--- src/rtl/cpu_wb_pkg.sv ---
// -----------------------------------------------------------------------------
// cpu_wb_pkg
// Shared constants and types for the CPU writeback arbiter slice.
//   DataWidth     : default writeback data width
//   GprAddrWidth  : default general-purpose register address width
//   WbNsrc        : default number of writeback sources
//   wb_src_e      : writeback source indices (ALU, MDU, LSU)
//   ptr_width()   : width of a round-robin pointer for n requesters
// -----------------------------------------------------------------------------
package cpu_wb_pkg;

    localparam int DataWidth    = 32;
    localparam int GprAddrWidth = 5;
    localparam int WbNsrc       = 3;

    typedef enum logic [1:0] {
        WB_ALU = 2'd0,
        WB_MDU = 2'd1,
        WB_LSU = 2'd2
    } wb_src_e;

    // A single requester still needs a 1-bit pointer so port widths stay legal.
    function automatic int ptr_width(input int n);
        return (n > 1) ? $clog2(n) : 1;
    endfunction

endpackage : cpu_wb_pkg

--- src/rtl/rr_arbiter.sv ---
// -----------------------------------------------------------------------------
// rr_arbiter
// Purely combinational round-robin grant: the first asserted request at or
// after index ptr, searching upward and wrapping modulo N, receives a one-hot
// grant. No request yields an all-zero grant.
// Ports:
//   req [N-1:0]  in   request vector
//   ptr          in   search start index, must be < N
//   gnt [N-1:0]  out  one-hot grant (all zero when req is zero)
// -----------------------------------------------------------------------------
module rr_arbiter
    import cpu_wb_pkg::*;
#(
    parameter int N = WbNsrc
) (
    input  logic [N-1:0]            req,
    input  logic [ptr_width(N)-1:0] ptr,
    output logic [N-1:0]            gnt
);

    localparam int PW = ptr_width(N);

    logic [PW-1:0] w_idx;
    logic          w_found;

    // Walk the N positions starting at ptr and grant the first requester seen.
    always_comb begin
        gnt     = '0;
        w_found = 1'b0;
        w_idx   = '0;
        for (int k = 0; k < N; k++) begin
            // Modulo-N wrap without a divider.
            if ((int'(ptr) + k) >= N) begin
                w_idx = PW'(int'(ptr) + k - N);
            end else begin
                w_idx = PW'(int'(ptr) + k);
            end
            if (!w_found && req[w_idx]) begin
                gnt[w_idx] = 1'b1;
                w_found    = 1'b1;
            end else begin
                w_found = w_found;
            end
        end
    end

endmodule : rr_arbiter

--- src/rtl/cpu_wb_arbiter.sv ---
// -----------------------------------------------------------------------------
// cpu_wb_arbiter
// Merges NSRC writeback sources onto the single GPR write port using
// round-robin arbitration, registers the winning write for one cycle, and
// keeps a pending-write scoreboard that the issue stage sets and completed
// writebacks clear.
// Ports:
//   clk                        in   rising-edge clock
//   reset_                     in   synchronous reset, asserted when 1
//   src_valid [NSRC-1:0]       in   per-source writeback request
//   src_ready [NSRC-1:0]       out  per-source accept (combinational)
//   src_addr  [NSRC*ADDR-1:0]  in   destination register, source i at [i*ADDR +: ADDR]
//   src_data  [NSRC*DATA-1:0]  in   result, source i at [i*DATA +: DATA]
//   wb_addr   [ADDR-1:0]       out  GPR write address (registered)
//   wb_data   [DATA-1:0]       out  GPR write data (registered)
//   wb_we_                     out  GPR write enable, active-low (registered)
//   iss_set                    in   issue stage marks iss_addr pending
//   iss_addr  [ADDR-1:0]       in   destination being marked
//   busy      [2**ADDR-1:0]    out  pending-write scoreboard (registered)
// -----------------------------------------------------------------------------
module cpu_wb_arbiter
    import cpu_wb_pkg::*;
#(
    parameter int DATA = DataWidth,
    parameter int ADDR = GprAddrWidth,
    parameter int NSRC = WbNsrc
) (
    input  logic                 clk,
    input  logic                 reset_,
    input  logic [NSRC-1:0]      src_valid,
    output logic [NSRC-1:0]      src_ready,
    input  logic [NSRC*ADDR-1:0] src_addr,
    input  logic [NSRC*DATA-1:0] src_data,
    output logic [ADDR-1:0]      wb_addr,
    output logic [DATA-1:0]      wb_data,
    output logic                 wb_we_,
    input  logic                 iss_set,
    input  logic [ADDR-1:0]      iss_addr,
    output logic [2**ADDR-1:0]   busy
);

    localparam int PW   = ptr_width(NSRC);
    localparam int NREG = 2**ADDR;

    logic [PW-1:0]   r_ptr;
    logic [PW-1:0]   w_ptr_nxt;
    logic [NSRC-1:0] w_req;
    logic [NSRC-1:0] w_gnt;
    logic            w_xfer;
    logic [PW-1:0]   w_gidx;
    logic [ADDR-1:0] w_sel_addr;
    logic [DATA-1:0] w_sel_data;
    logic            r_wb_we_n;
    logic [ADDR-1:0] r_wb_addr;
    logic [DATA-1:0] r_wb_data;
    logic [NREG-1:0] r_busy;
    logic [NREG-1:0] w_busy_nxt;

    // Requests are masked during reset so no grant, transfer or scoreboard
    // update can happen on a reset edge.
    assign w_req = reset_ ? {NSRC{1'b0}} : src_valid;

    rr_arbiter #(
        .N (NSRC)
    ) u_rr_arbiter (
        .req (w_req),
        .ptr (r_ptr),
        .gnt (w_gnt)
    );

    assign src_ready = w_gnt;
    assign w_xfer    = |w_gnt;

    // Encode the one-hot grant and select the winning source's address/data.
    always_comb begin
        w_gidx     = '0;
        w_sel_addr = '0;
        w_sel_data = '0;
        for (int i = 0; i < NSRC; i++) begin
            if (w_gnt[i]) begin
                w_gidx     = PW'(i);
                w_sel_addr = src_addr[i*ADDR +: ADDR];
                w_sel_data = src_data[i*DATA +: DATA];
            end else begin
                w_gidx = w_gidx;
            end
        end
    end

    // Pointer moves to the slot after the winner; it holds when idle.
    always_comb begin
        w_ptr_nxt = r_ptr;
        if (!w_xfer) begin
            w_ptr_nxt = r_ptr;
        end else if (w_gidx == PW'(NSRC - 1)) begin
            w_ptr_nxt = '0;
        end else begin
            w_ptr_nxt = w_gidx + PW'(1);
        end
    end

    // Scoreboard next state: clear on writeback first, then apply the issue
    // set so a same-edge set keeps the register pending. Register 0 never
    // becomes pending.
    always_comb begin
        w_busy_nxt = r_busy;
        if (w_xfer) begin
            w_busy_nxt[w_sel_addr] = 1'b0;
        end else begin
            w_busy_nxt = w_busy_nxt;
        end
        if (iss_set) begin
            w_busy_nxt[iss_addr] = 1'b1;
        end else begin
            w_busy_nxt = w_busy_nxt;
        end
        w_busy_nxt[0] = 1'b0;
    end

    // Pointer, scoreboard and registered write port.
    always_ff @(posedge clk) begin
        if (reset_) begin
            r_ptr     <= '0;
            r_busy    <= '0;
            r_wb_we_n <= 1'b1;
            r_wb_addr <= '0;
            r_wb_data <= '0;
        end else begin
            r_ptr     <= w_ptr_nxt;
            r_busy    <= w_busy_nxt;
            // Writes to register 0 are accepted but never reach the GPR file.
            r_wb_we_n <= ~(w_xfer && (w_sel_addr != '0));
            if (w_xfer) begin
                r_wb_addr <= w_sel_addr;
                r_wb_data <= w_sel_data;
            end else begin
                r_wb_addr <= r_wb_addr;
                r_wb_data <= r_wb_data;
            end
        end
    end

    assign wb_we_  = r_wb_we_n;
    assign wb_addr = r_wb_addr;
    assign wb_data = r_wb_data;
    assign busy    = r_busy;

endmodule : cpu_wb_arbiter
--- config.mk ---
export PLATFORM = sky130hd
export DESIGN_NAME = cpu_wb_arbiter
export DESIGN_NICKNAME = d
export VERILOG_FILES = /design/src/rtl/cpu_wb_pkg.sv /design/src/rtl/rr_arbiter.sv /design/src/rtl/cpu_wb_arbiter.sv
export SDC_FILE = /design/constraint.sdc
export NUM_CORES = 1
export LEC_CHECK = 0
export BUFFER_PORTS_ARGS = -buffer_cell sky130_fd_sc_hd__buf_2
export CAP_MARGIN = 20
export CORE_MARGIN = 2
export CORE_UTILIZATION = 35
export CTS_CLUSTER_DIAMETER = 150
export DETAILED_ROUTE_END_ITERATION = 10
export GPL_TIMING_DRIVEN = 0
export PLACE_DENSITY = 0.62
export SLEW_MARGIN = 10
export SYNTH_ARGS = -nofsm -noshare
export SYNTH_HDL_FRONTEND = slang
export SYNTH_HIERARCHICAL = 1
export SYNTH_SLANG_ARGS = --single-unit
--- constraint.sdc ---
create_clock -name clk -period 5.39 [get_ports clk]
set_input_delay 0.539 -clock clk [delete_from_list [all_inputs] [get_ports clk]]
set_output_delay 0.539 -clock clk [all_outputs]
set_load 0.05 [all_outputs]
* After elaboration in Yosys (flattened, before gate mapping) *
Index checks and enable logic that the tools add are counted.

cells by class
  $add $sub $neg = 6
  $lt $le $gt $ge = 13
  equality and inequality tests = 1
  mux-type cells = 36
  bitwise operators = 6
  reductions and logical operators = 12

operators with widths
  cell                   number
  $mux W32               5
  $and A32 B32 Y32       1
  $not A32 Y32           1
  $or A32 B32 Y32        1
  $mux W5                3
  $lt A5 B6 Y1 const B   2
  $mux W3                4
  $mux W1                11
  $demux W1 S5           2
  $ge A5 B1 Y1 const B   2
  $mux W2                5
  $lt A2 B3 Y1 const B   3
  $logic_and A1 B1 Y1    8
  $bmux W1 S2            3
  $demux W1 S2           3
  $ge A2 B1 Y1 const B   3
  $ge A3 B2 Y1 const B   2
  $or A3 B3 Y3           2
  $reduce_bool A5 Y1     1
  $sub A2 B1 Y2 const B  2
  $add A2 B1 Y3 const B  1
  $add A2 B2 Y3 const B  1
  $reduce_or A3 Y1       1
  $add A2 B1 Y2 const B  1
  other kinds (5)        6

storage, ports and cells
  register bits = 72
  output and inout port bits = 73

* Logic depth before layout (Yosys ltp) *
  depth after elaboration = 23
  gate-level depth with buffers = 14

* Hierarchy *
Netlist, hierarchy kept.

by module, submodules not included
  module          instances  cells each  area an instance (um2)
  cpu_wb_arbiter  1          465         3626.0
  rr_arbiter      1          34          260.2

* Worst setup path before layout *
No wires, ideal clock.

  path type = input-to-reg
  start point = input port reset_
  end point = register r_busy[17] (netlist: busy[17])
  setup time = 136 ps
  data arrival time = 3235 ps
  required time = 5254 ps
  slack = 2019 ps
  cell stages on the path = 13
  buffers on the path = 4
  path through = clkbuf_1 -> nor2b_1 -> inv_1 -> or3_4 -> a21oi_2 -> a221o_1 -> buf_2 -> nand3b_1 -> a22o_1 -> buf_4 -> buf_4 -> nor3_1 -> a211oi_2

on the way
  longest elaborated chain between the ends = 22

RTL lines
  what                                       line                   RTL
  from (decl)                                cpu_wb_arbiter.sv:29   input logic reset_,
  $mux W3 (*)                                cpu_wb_arbiter.sv:61   assign w_req = reset_ ? {NSRC{1'b0}} : src_valid;
  via w_req[2]                               cpu_wb_arbiter.sv:47   logic [NSRC-1:0] w_req;
  $bmux W1 S2                                rr_arbiter.sv:38       if (!w_found && req[w_idx]) begin
  $mux W1 (not written as such)              rr_arbiter.sv:38
  $mux W1                                    rr_arbiter.sv:38
  $logic_not A1 Y1                           rr_arbiter.sv:38
  $logic_and A1 B1 Y1                        rr_arbiter.sv:38
  $mux W1                                    rr_arbiter.sv:38
  [... 3 more ...]                           --
  via src_ready[0]                           cpu_wb_arbiter.sv:31   output logic [NSRC-1:0] src_ready,
  [... 4 more ...]                           --
  $logic_and A1 B1 Y1 (not written as such)  cpu_wb_arbiter.sv:108  w_busy_nxt[w_sel_addr] = 1'b0;
  $mux W1 (not written as such)              cpu_wb_arbiter.sv:108
  $demux W1 S5                               cpu_wb_arbiter.sv:108
  $not A32 Y32 (no line)                     --
  $and A32 B32 Y32 (no line)                 --
  $mux W32 (*)                               cpu_wb_arbiter.sv:107  if (w_xfer) begin
  $or A32 B32 Y32 (no line)                  --
  $mux W32 (*)                               cpu_wb_arbiter.sv:112  if (iss_set) begin
  to (signal assigned)                       cpu_wb_arbiter.sv:130  r_busy <= w_busy_nxt;
  to (decl)                                  cpu_wb_arbiter.sv:56   logic [NREG-1:0] r_busy;

Mark *: on every way through the listed nets, which the timed path passes. The rest lies on a longest branch. The select of a mux whose other input is x is not followed.
A chain may end at the register's enable or synchronous reset.

* Worst setup path in the final report *
  start point = input port reset_
  end point = register r_busy[21] (netlist: busy[21])

on the way
  longest elaborated chain between the ends = 22

RTL lines
  what                                       line
  $mux W3 (*)                                cpu_wb_arbiter.sv:61
  via w_req[0]                               cpu_wb_arbiter.sv:47
  $bmux W1 S2                                rr_arbiter.sv:38
  $mux W1 (not written as such)              rr_arbiter.sv:38
  $mux W1                                    rr_arbiter.sv:38
  $logic_not A1 Y1                           rr_arbiter.sv:38
  $logic_and A1 B1 Y1                        rr_arbiter.sv:38
  $mux W1                                    rr_arbiter.sv:38
  [... 7 more ...]                           --
  $logic_and A1 B1 Y1 (not written as such)  cpu_wb_arbiter.sv:108
  $mux W1 (not written as such)              cpu_wb_arbiter.sv:108
  $demux W1 S5                               cpu_wb_arbiter.sv:108
  $not A32 Y32 (no line)                     --
  $and A32 B32 Y32 (no line)                 --
  $mux W32 (*)                               cpu_wb_arbiter.sv:107
  $or A32 B32 Y32 (no line)                  --
  $mux W32 (*)                               cpu_wb_arbiter.sv:112

Marked as above.

==> results.txt <==
- The flow ran to the end, and the final reports show no timing, DRC or antenna violations.
* Count of distinct cell types in the synthesized netlist: 44
* Share of synthesized registers carrying an async set or reset: 0%
- The cell sitting at the root of the clock tree is a sky130_fd_sc_hd__clkbuf_8.
* Area taken by multi-input logic gates: 2190 sq um
- Headroom to the max-slew limit came out at a little under three fifths.
* Portion of netlist area occupied by mux cells: 0.515%
- Top flip-flop cell by instance count after synthesis: sky130_fd_sc_hd__dfxtp_1
- 0 antenna diodes ended up in the layout.
- Vias per Instance: approximately 5.2
- The worst setup path is captured at a register.
- Total wire length after detailed routing: ~13 mm
* H-Tree Depth: 3
- Routability-driven placement finished with a final weighted congestion of between 0.9 and 1.
- The routed design could run at a clock period as short as around 3.3 ns.
- VDD sags by at most around 0.33 mV.
- Summed over all layers, the global routing overflow is 0.
- Dividing total power by cell area gives a power density of about 550 nW/um^2.
- Share of the synthesized area in the top cell type: between 30% and 40%
- Number of buffers added by the clock tree synthesis step: 9
- Transition at the pin with the smallest max-transition slack: 0.650 ns
- Number of buffers added to fix hold violations after cts: 0
- Clock skew: between 0.01 and 0.015 ns
* Share of synthesized cell area in full adder, half adder and majority cells: about 1.3%
- Across the whole layout, storage elements account for around 1400 sq um.
- The number of global-route vias before repair was 4374.
* Final period util: roughly three fifths
* Worst path arrival time: between 3 and 4 ns
* Most area-hungry cell type in the Yosys netlist: sky130_fd_sc_hd__dfxtp_1
- The critical path in this run is classified as in -> reg.
* Overall via count from detail_route: roughly 4400
- Synth Area in Compound Gates: between 20% and 30%
- Yosys printed 6 warnings.
- Site row count: 38
* Max_cap viols: 0
- Cells with a size suffix above 1 make up 36.8% of the layout.
- Top-level port count: between 150 and 200
- In this run the horizontal extent of the chip is roughly 110 microns.
- Remaining antenna violation count after routing: 0
* Wire length of the first global-routing pass: approximately 21 mm
- Setup violations remaining at the end of the flow were counted as 0.
* Layout Cells excl Fill: ~850
* Basic-gate share of the synthesized area counting and, or, nand and nor cells: between 30% and 40%
* Sequential area share after synthesis: 36.6%
- After Yosys synthesis, XOR and XNOR cells account for 0% of the synthesized area.
- Area of the mapped netlist: approximately 3900 sq um
- The number of pins with negative max-slew slack in the final report is 0.
- Min-delay worst type: reg -> reg
* Die Y: roughly 110 microns
- The clock passes through at most 2 buffers.
- Gates resized during post-CTS repair numbered 0.
* Mapped Cells: 499
- The first routing iteration left about 220 violations.
* Maximum single-stage delay on the critical path: approximately 0.48 ns
- Leading cell type by number of instances after synthesis: sky130_fd_sc_hd__nor2_1
* Net total in the final layout: ~830
- After synthesis the netlist holds a flip-flop and latch count of just over 70.
- HPWL after detailed placement: just over 10 mm
- Synth-to-Final Area Change: 34.3%
- Once the floorplan was initialized, standard cells occupied roughly 36% of the core.
- DRT Pass-1 Iters: 5
* Launching element type of the critical path: input pin
- Data required time of the critical path: ~5.6 ns
- Static timing analysis puts the maximum clock frequency at 303 MHz.
- Clock tree from TritonCTS: done
- Synthesized area per cell: 7.79 sq um
- The clock reaches the later pin of the worst-skew pair after 0.33 ns.
* Ordered cell list for the critical path: clkbuf_1 > nor2b_1 > mux2i_1 > a221o_1 > o22ai_1 > a221o_1 > buf_2 > nand3b_1 > a22oi_2 > buf_2 > nor3_1 > a211oi_1
* I/O Buffers: approximately 190
* Die Outline Area: roughly 12000 sq um
- Core area: between 10000 and 15000 sq um
- Total Routing Usage GR: 21.8%
- The number of antenna violations at the first check in global routing came to 0.
- The clock drives 71 sinks.
- In this run the worst path has a maximum fanout of 10.
- Commonest cells post-synth: 99 x sky130_fd_sc_hd__nor2_1, 71 x sky130_fd_sc_hd__dfxtp_1, 37 x sky130_fd_sc_hd__nand2_1, 35 x sky130_fd_sc_hd__o22ai_1
* Unrepaired setup endpoints after global routing: no
- After clock tree synthesis, the clock-pin slew on the worst setup and hold paths is 0.08 ns.
- Synthesis produced a netlist with a net count of about 630.
* Number of hold violations in the final report: 0
- In this run, synthesis inferred 0 flip-flops with an integrated enable.
* Dominant combinational cell family by area after synthesis: simple AND/OR/NAND/NOR gates
- The analysis attributes to cell leakage a power of approximately 0.0023 uW.
* Post-route core utilization: between 40% and 50%
* Buffer count from post-CTS setup fixing: 0
- Slowest cell on crit path: sky130_fd_sc_hd__clkbuf_1
* Leading post-synthesis cells by cell area: sky130_fd_sc_hd__dfxtp_1 37%, sky130_fd_sc_hd__nor2_1 9.6%, sky130_fd_sc_hd__nor3b_1 6.2%, sky130_fd_sc_hd__o22ai_1 5.6%, sky130_fd_sc_hd__o21ai_0 4.1%
- Number of placed cells counting well taps: 831
- In the final routed layout, each cell accounts on average for 15.5 microns.
* Number of filler instances in the final layout: 1112
- Setup TNS: 0 ns
- Residual DRC count: 0
- Pin count of the biggest net entering global routing: 12
critical path, delay by kind of cell:
family	cells	cell delay [ns]
compound gates	5	1.31
mux	1	0.17
simple gates	3	0.47
buf+inv	3	1.04
power breakdown:
| group | switching, uW | internal [uW] | leakage, uW |
|---|---|---|---|
| clock | 200 | 236 | 0.0000985 |
| sequential | 71.0 | 659 | 0.000582 |
| combinational | 1170 | 524 | 0.00157 |
metrics by stage:
step | hold slack, ns | setup WS, ns | area [sq um] | power (uW)
2_1_floorplan | 0.503 | 2.02 | 3890 | 2010
3_3_place_gp | 0.441 | 1.78 | 5020 | 2420
3_5_place_dp | 0.454 | 1.72 | 5020 | 2430
4_1_cts | 0.464 | 2.07 | 5220 | 2870
5_1_grt | 0.483 | 1.83 | 5220 | 3050
6_report | 0.461 | 2.09 | 5220 | 2860
layout by cell type, fill, tap and decap left out, types with 4 or more instances in the layout:
cell	instances
sky130_fd_sc_hd__nor3_1	23
sky130_fd_sc_hd__a211oi_2	12
sky130_fd_sc_hd__ha_1	4
sky130_fd_sc_hd__buf_2	208
sky130_fd_sc_hd__a211oi_1	19
sky130_fd_sc_hd__clkbuf_8	11
sky130_fd_sc_hd__nor2_1	99
sky130_fd_sc_hd__nor4_1	11
sky130_fd_sc_hd__a21oi_1	12
sky130_fd_sc_hd__nor3b_1	32
sky130_fd_sc_hd__nand3b_1	10
sky130_fd_sc_hd__o21ai_0	32
sky130_fd_sc_hd__clkbuf_1	18
sky130_fd_sc_hd__dfxtp_1	71
sky130_fd_sc_hd__o22ai_1	35
sky130_fd_sc_hd__buf_4	7
sky130_fd_sc_hd__a22o_1	7
sky130_fd_sc_hd__nand2_1	37
sky130_fd_sc_hd__inv_1	12
registers in the layout, summed over array words and instances (netlist names):
name     count
r_ptr        2
wb_data     32
busy        31
wb_addr      5
wb_we_       1
routing by layer:
layer / track usage [%] / vias to the layer above / wire length (microns)
met5: 0 / - / 0
met1: 25.9 / 2026 / 5530
met2: 39.1 / 188 / 6390
met4: 6.42 / 0 / 249
li1: - / 2192 / -
met3: 4.92 / 21 / 905
path summary, 6_finish.rpt:
path,from,to,slack (ns),depth (start not counted)
worst max-delay path,reset_,busy[21]$_SDFF_PP0_,2.09,12
worst min-delay path,wb_addr[2]$_SDFFE_PP0N_,wb_addr[2]$_SDFFE_PP0N_,0.46,2
worst max register to register,r_ptr[0]$_SDFFE_PP0N_,busy[21]$_SDFF_PP0_,2.15,12
worst min register to register,wb_addr[2]$_SDFFE_PP0N_,wb_addr[2]$_SDFFE_PP0N_,0.46,2
kinds of logic after synthesis:
| logic type | after synthesis |
|---|---|
| simple gates | 237 |
| compound gates | 128 |
| flops | 71 |
| buf+inv | 56 |
| fa+ha+maj | 4 |
| mux | 2 |
| other cells | 1 |
layout make-up:
class	count	area share [%]
Tap cell	140	3.36
Sequential cell	71	27.2
Timing Repair Buffer	192	18.4
Clock inverter	3	0.815
Buffer	43	4.29
Multi-Input combinational cell	372	42.0
Clock buffer	12	2.97
Inverter	13	0.935
Power figures use the tool's default switching activity.
